===== src/rtl/safe_pkg.sv =====
// Shared types and defaults for the safe controller: FSM states, default
// combination, lockout defaults and the sel encoding.
package safe_pkg;

    typedef enum logic [2:0] {
        IDLE,
        PROG0,
        PROG1,
        PROG2,
        COMMIT,
        LOCKED
    } state_t;

    localparam logic [7:0] DEF_C0_VAL   = 8'h12;
    localparam logic [7:0] DEF_C1_VAL   = 8'h34;
    localparam logic [7:0] DEF_C2_VAL   = 8'h56;
    localparam int         MAX_FAIL_DEF = 3;
    localparam int         LOCK_MS_DEF  = 30000;
    localparam logic [1:0] SEL_NONE     = 2'd3;

    function automatic logic isBcdByte(input logic [7:0] b);
        return (b[7:4] <= 4'd9) && (b[3:0] <= 4'd9);
    endfunction

endpackage


===== src/rtl/lockout_timer.sv =====
// 16-bit loadable down-counter used to time the attempt lockout.
module lockout_timer (
    input  logic        clk,
    input  logic        rst,
    input  logic        load,
    input  logic [15:0] load_val,
    input  logic        dec,
    output logic [15:0] value,
    output logic        zero
);

    logic [15:0] value_q;

    always_ff @(posedge clk or negedge rst) begin
        if (!rst) begin
            value_q <= 16'd0;
        end else if (load) begin
            value_q <= load_val;
        end else if (dec) begin
            value_q <= value_q - 16'd1;
        end
    end

    assign value = value_q;
    assign zero  = (value_q == 16'd0);

endmodule


===== src/rtl/code_store_ctrl.sv =====
// Combination store, dial programming FSM and failed-attempt lockout for the
// safe; runs on the 1 ms divided clock.
module code_store_ctrl
    import safe_pkg::*;
#(
    parameter logic [7:0] DEF_C0   = DEF_C0_VAL,
    parameter logic [7:0] DEF_C1   = DEF_C1_VAL,
    parameter logic [7:0] DEF_C2   = DEF_C2_VAL,
    parameter int         MAX_FAIL = MAX_FAIL_DEF,
    parameter int         LOCK_MS  = LOCK_MS_DEF
) (
    input  logic       clk,
    input  logic       rst,
    input  logic [1:0] sel,
    input  logic [3:0] bcd0,
    input  logic [3:0] bcd1,
    input  logic       dirch,
    input  logic       prog_req,
    input  logic       door_cls,
    input  logic       safe_open,
    input  logic       attempt_fail,
    output logic [7:0] exp_code,
    output logic       prog_active,
    output logic [1:0] prog_step,
    output logic       prog_done,
    output logic       lockout,
    output logic [1:0] fail_cnt
);

    localparam logic [15:0] LOCK_LOAD  = 16'(LOCK_MS - 1);
    localparam logic [1:0]  MAX_FAIL_L = 2'(MAX_FAIL);

    state_t          state_q;
    logic [2:0][7:0] code_q;
    logic [2:0][7:0] shadow_q;
    logic [1:0]      failCnt_q;
    logic [1:0]      progStep_q;
    logic            progActive_q;
    logic            progDone_q;
    logic            lockout_q;
    logic            progPrev_q;
    logic            openPrev_q;

    logic [7:0]  dialByte;
    logic        progRise;
    logic        openRise;
    logic        abortProg;
    logic        failLock;
    logic        timerLoad;
    logic        timerDec;
    logic [15:0] timerValue;
    logic        timerZero;

    assign dialByte  = {bcd1, bcd0};
    assign progRise  = prog_req & ~progPrev_q;
    assign openRise  = safe_open & ~openPrev_q;
    assign abortProg = door_cls | ~safe_open | progRise;
    assign failLock  = attempt_fail && !openRise && (failCnt_q != MAX_FAIL_L)
                       && ((failCnt_q + 2'd1) == MAX_FAIL_L);
    assign timerLoad = (state_q == IDLE) && failLock;
    assign timerDec  = (state_q == LOCKED) && (timerValue != 16'd0);

    lockout_timer u_timer (
        .clk      (clk),
        .rst      (rst),
        .load     (timerLoad),
        .load_val (LOCK_LOAD),
        .dec      (timerDec),
        .value    (timerValue),
        .zero     (timerZero)
    );

    always_comb begin
        exp_code = 8'h00;
        case (sel)
            2'd0:     exp_code = code_q[0];
            2'd1:     exp_code = code_q[1];
            2'd2:     exp_code = code_q[2];
            SEL_NONE: exp_code = 8'h00;
        endcase
    end

    always_ff @(posedge clk or negedge rst) begin
        if (!rst) begin
            state_q      <= IDLE;
            code_q       <= {DEF_C2, DEF_C1, DEF_C0};
            shadow_q     <= '0;
            failCnt_q    <= 2'd0;
            progStep_q   <= 2'd0;
            progActive_q <= 1'b0;
            progDone_q   <= 1'b0;
            lockout_q    <= 1'b0;
            progPrev_q   <= 1'b0;
            openPrev_q   <= 1'b0;
        end else begin
            progPrev_q <= prog_req;
            openPrev_q <= safe_open;
            progDone_q <= 1'b0;

            unique case (state_q)
                IDLE: begin
                    if (failLock) begin
                        state_q   <= LOCKED;
                        lockout_q <= 1'b1;
                    end else if (progRise && safe_open && !door_cls) begin
                        state_q      <= PROG0;
                        progActive_q <= 1'b1;
                        progStep_q   <= 2'd0;
                    end
                end
                PROG0, PROG1, PROG2: begin
                    if (abortProg) begin
                        state_q      <= IDLE;
                        progActive_q <= 1'b0;
                        progStep_q   <= 2'd0;
                    end else if (dirch && isBcdByte(dialByte)) begin
                        shadow_q[progStep_q] <= dialByte;
                        if (state_q == PROG2) begin
                            // Commit lands on this edge so the new code is
                            // readable in the same cycle prog_done is high.
                            code_q       <= {dialByte, shadow_q[1], shadow_q[0]};
                            progDone_q   <= 1'b1;
                            progActive_q <= 1'b0;
                            progStep_q   <= 2'd0;
                            state_q      <= COMMIT;
                        end else begin
                            progStep_q <= progStep_q + 2'd1;
                            state_q    <= (state_q == PROG0) ? PROG1 : PROG2;
                        end
                    end
                end
                COMMIT: begin
                    state_q <= IDLE;
                end
                LOCKED: begin
                    if (timerZero) begin
                        state_q   <= IDLE;
                        lockout_q <= 1'b0;
                    end
                end
                default: begin
                    state_q <= IDLE;
                end
            endcase

            if (openRise) begin
                failCnt_q <= 2'd0;
            end else if (state_q == IDLE && attempt_fail && failCnt_q != MAX_FAIL_L) begin
                failCnt_q <= failCnt_q + 2'd1;
            end else if (state_q == LOCKED && timerZero) begin
                failCnt_q <= 2'd0;
            end
        end
    end

    assign prog_active = progActive_q;
    assign prog_step   = progStep_q;
    assign prog_done   = progDone_q;
    assign lockout     = lockout_q;
    assign fail_cnt    = failCnt_q;

endmodule

===== config.mk =====
export PLATFORM = sky130hd
export DESIGN_NAME = code_store_ctrl
export DESIGN_NICKNAME = d
export VERILOG_FILES = /design/src/rtl/safe_pkg.sv /design/src/rtl/lockout_timer.sv /design/src/rtl/code_store_ctrl.sv
export SDC_FILE = /design/constraint.sdc
export NUM_CORES = 1
export LEC_CHECK = 0
export CAP_MARGIN = 0
export CORE_MARGIN = 1.5
export CORE_UTILIZATION = 45
export CTS_BUF_LIST = sky130_fd_sc_hd__clkbuf_2
export DETAILED_ROUTE_END_ITERATION = 12
export PLACE_DENSITY_LB_ADDON = 0.2
export RECOVER_POWER = 100
export SETUP_SLACK_MARGIN = 0.05
export SYNTH_ARGS = -nofsm -noshare
export SYNTH_HDL_FRONTEND = slang
export SYNTH_SLANG_ARGS = --single-unit

===== constraint.sdc =====
create_clock -name clk -period 2.05 [get_ports clk]
set_clock_uncertainty 0.2 [all_clocks]
set_input_delay 0.3075 -clock clk [delete_from_list [all_inputs] [get_ports clk]]
set_output_delay 0.3075 -clock clk [all_outputs]
set_load 0.05 [all_outputs]

==> run metrics <==
Period minus WS final 2.19 ns; Placement Rows 30; number of max-cap violations 0; sequential-to-total area share from yosys stat 0.534; Seq pwr share 0.482; vias 2366; Worst Hold Class in2reg; Synth Flop Type dfrtp_1; Synth cell types 44; clock sink count 68; fin worst setup slack -0.142 ns; Final HPWL DP 4490 um; Avg WL per Cell 14.6 um; # nets final 382; port bufs 31; global route total overflow 0; Hold Fails Final Rpt 0; Rel. slew slack 0.249; switching share of power 0.342; Logic pwr share 0.267; share of cells above drive strength 1 0.442; GPL Wtd Cong 0.784; Setup-failing EPs final 17; largest net degree at the start of global routing 27; Top Ports 32; syn nets 295; P_int 2.25 mW; Clock Root Buffer clkbuf_2; fraction of registers with async set/reset 1.00; pwr/cell area 769 nW/um^2; final worst-path cycle share 1.07; P_leak 2.01 nW; clock network power share 0.250; EDFF count, synth 0; Cell Count, Final, Fillers Out 460; Area Overhead vs Synth 38.3%; Num CTS Buffers 9; Vias/cell 5.14; clk_lat worst skew 0.52 ns; die span in y 87.5 um; Cells after Synth 272; crit path kind reg2reg; CTS tree yes; Max Transition Viols Final 0; WL final 6730 um; via count of the first global-routing pass 2361; Die ar. 7650 um^2; Antenna Cells 0; #FFs+latches synth 68; first-pass GRT wire length 11500 um; Slew @ Worst Pin 1.12 ns; core area 6830 um^2; Syn. warnings 0; antenna-violating nets left 0; Critical Path End Type flop; pre-CTS WS -0.393 ns; RSZ-0062 raised after global routing true; 1st-pass router iterations 4; post-synthesis cell area 3210 um^2; Syn Area/Cell 11.8 um^2; First DRT Iteration DRCs 78; status finished with violations; failing checks negative setup slack; CTS Buffer Depth 2; Critical Path Fanout Max 6; initial antenna violation count 0; Worst Setup Start Kind flop; clock slew at reported path FFs 0.24 ns; initial core utilization 0.470; Cells after DPL 432; # DRC 0; Worst VDD drop 647 uV; WP data required 2.26 ns; Max Fclk 0.456 GHz; crit path DAT 2.40 ns; CTS H-Tree Depth 3; width of the die 87.5 um; P_sw 1.17 mW; GR Util All Layers 0.198
[timing repair]
action                                  in CTS  in global routing
endpoints found under the setup margin      31                 38
cloned                                       2                  0
hold buffers                                 2                  0
resized for setup                           41                 15
pin swaps                                   18                  8
buffers inserted                             5                  4
endpoints found under the hold margin       66                  0
[cell families after synthesis]
family,after synthesis,share of synthesized area
AOI/OAI and AO/OA,37,0.0740
xor gates and xnor gates,9,0.0246
adders and majority gates,6,0.0234
buffers and inverters,17,0.0238
DFF,68,0.534
muxes,51,0.175
and+or+nand+nor,84,0.146
[critical path: stages, from the launching register on]
cell	delay [ns]
dfrtp_1	0.43
inv_2	0.08
ha_4	0.12
or4b_4	0.47
nor4_4	0.21
buf_6	0.19
buf_4	0.13
nand3_4	0.08
nand4_1	0.11
o31ai_1	0.08
[routing by layer]
metal  global-route usage  routed length [um]
met1                0.262                3120
met2                0.322                3350
met3               0.0483                 188
met4               0.0563                  76
met5                    0                   0
[power groups by stage]
stage          sequential (mW)  combinational (mW)  clock (mW)
2_1_floorplan             1.76               0.312           0
3_3_place_gp              1.65               0.777           0
3_5_place_dp              1.66               0.789           0
4_1_cts                   1.65               0.904       0.875
5_1_grt                   1.67                1.00       0.921
6_report                  1.65               0.913       0.854
[metrics by stage]
stage           util  instance area, um^2  hold slack, ns  power [mW]  setup TNS (ns)
2_1_floorplan      -                 3250          -0.188        2.07           -2.14
3_3_place_gp   0.592                 4040        -0.00309        2.43          -15.74
3_5_place_dp   0.592                 4040        -0.00396        2.45          -16.96
4_1_cts        0.645                 4410          0.0216        3.42          -0.892
5_1_grt        0.650                 4440           0.114        3.59           -3.99
6_report       0.650                 4440           0.124        3.41           -1.23
[sequential cells by signal, indices dropped and copies added, names as in the netlist, 2 cells and up]
| register | count |
|---|---|
| code_q | 24 |
| shadow_q | 16 |
| u_timer.value | 16 |
| state_q | 3 |
| fail_cnt | 2 |
| prog_step | 2 |
[layout make-up]
class,instances,area [um^2]
Clock inverter,7,83.8
Fill cell,550,2390
Multi-Input combinational cell,188,1650
Timing Repair Buffer,84,795
Tap cell,96,120
Clock buffer,9,45.0
Inverter,8,30.0
Sequential cell,68,1710
[placed cells by master (no fill, tap or decap), types with 3 or more instances in the layout]
cell type	netlist	layout
buf_4	0	37
nand2_1	24	24
mux2i_1	11	10
nand4_1	4	4
ha_1	6	4
dfstp_2	9	9
dlygate4sd3_1	0	4
dlygate4sd2_1	0	3
inv_1	8	6
clkbuf_4	0	3
dfrtp_1	59	58
nor3_1	12	10
clkbuf_1	4	4
o21ai_2	0	8
mux2_2	40	40
o21ai_1	0	3
buf_12	0	9
nor2_1	11	11
a21oi_1	6	5
nand3b_1	4	4
buf_6	1	4
o21ai_0	15	4
clkdlybuf4s50_1	0	12
nor2b_1	5	5
clkbuf_2	1	11
nand3_1	6	3
a211oi_2	1	3
xnor2_1	8	8
[cells in the mapped netlist, types with 2 or more instances]
master,n,area (um^2)
dfrtp_1,59,1480
mux2_2,40,450
nand2_1,24,90.1
o21ai_0,15,75.1
nor3_1,12,60.1
mux2i_1,11,110
nor2_1,11,41.3
dfstp_2,9,236
inv_1,8,30.0
xnor2_1,8,70.1
a21oi_1,6,30.0
ha_1,6,75.1
nand3_1,6,30.0
nor2b_1,5,31.3
clkbuf_1,4,15.0
nand3b_1,4,30.0
nand4_1,4,25.0
a31oi_1,3,18.8
buf_2,3,15.0
a2111oi_0,2,17.5
a211oi_1,2,15.0
and3_1,2,12.5
and3b_1,2,17.5
nand2b_1,2,12.5
nor4_1,2,12.5
o311ai_0,2,17.5
o31ai_1,2,15.0
or3_1,2,12.5
[path summary, 6_finish.rpt]
kind | slack, ns | end | from | cells after the start
setup / recovery | -0.14 | fail_cnt[0] | u_timer.value[1] | 9
hold / removal | 0.12 | openPrev_q | safe_open | 2
setup reg to reg | -0.14 | fail_cnt[0] | u_timer.value[1] | 9
hold reg to reg | 0.31 | lockout | lockout | 2
max in group asynchronous | 0.24 | fail_cnt[0] | rst | 3
min in group asynchronous | 0.22 | code_q[20] | rst | 2
Power figures use the tool's default switching activity.
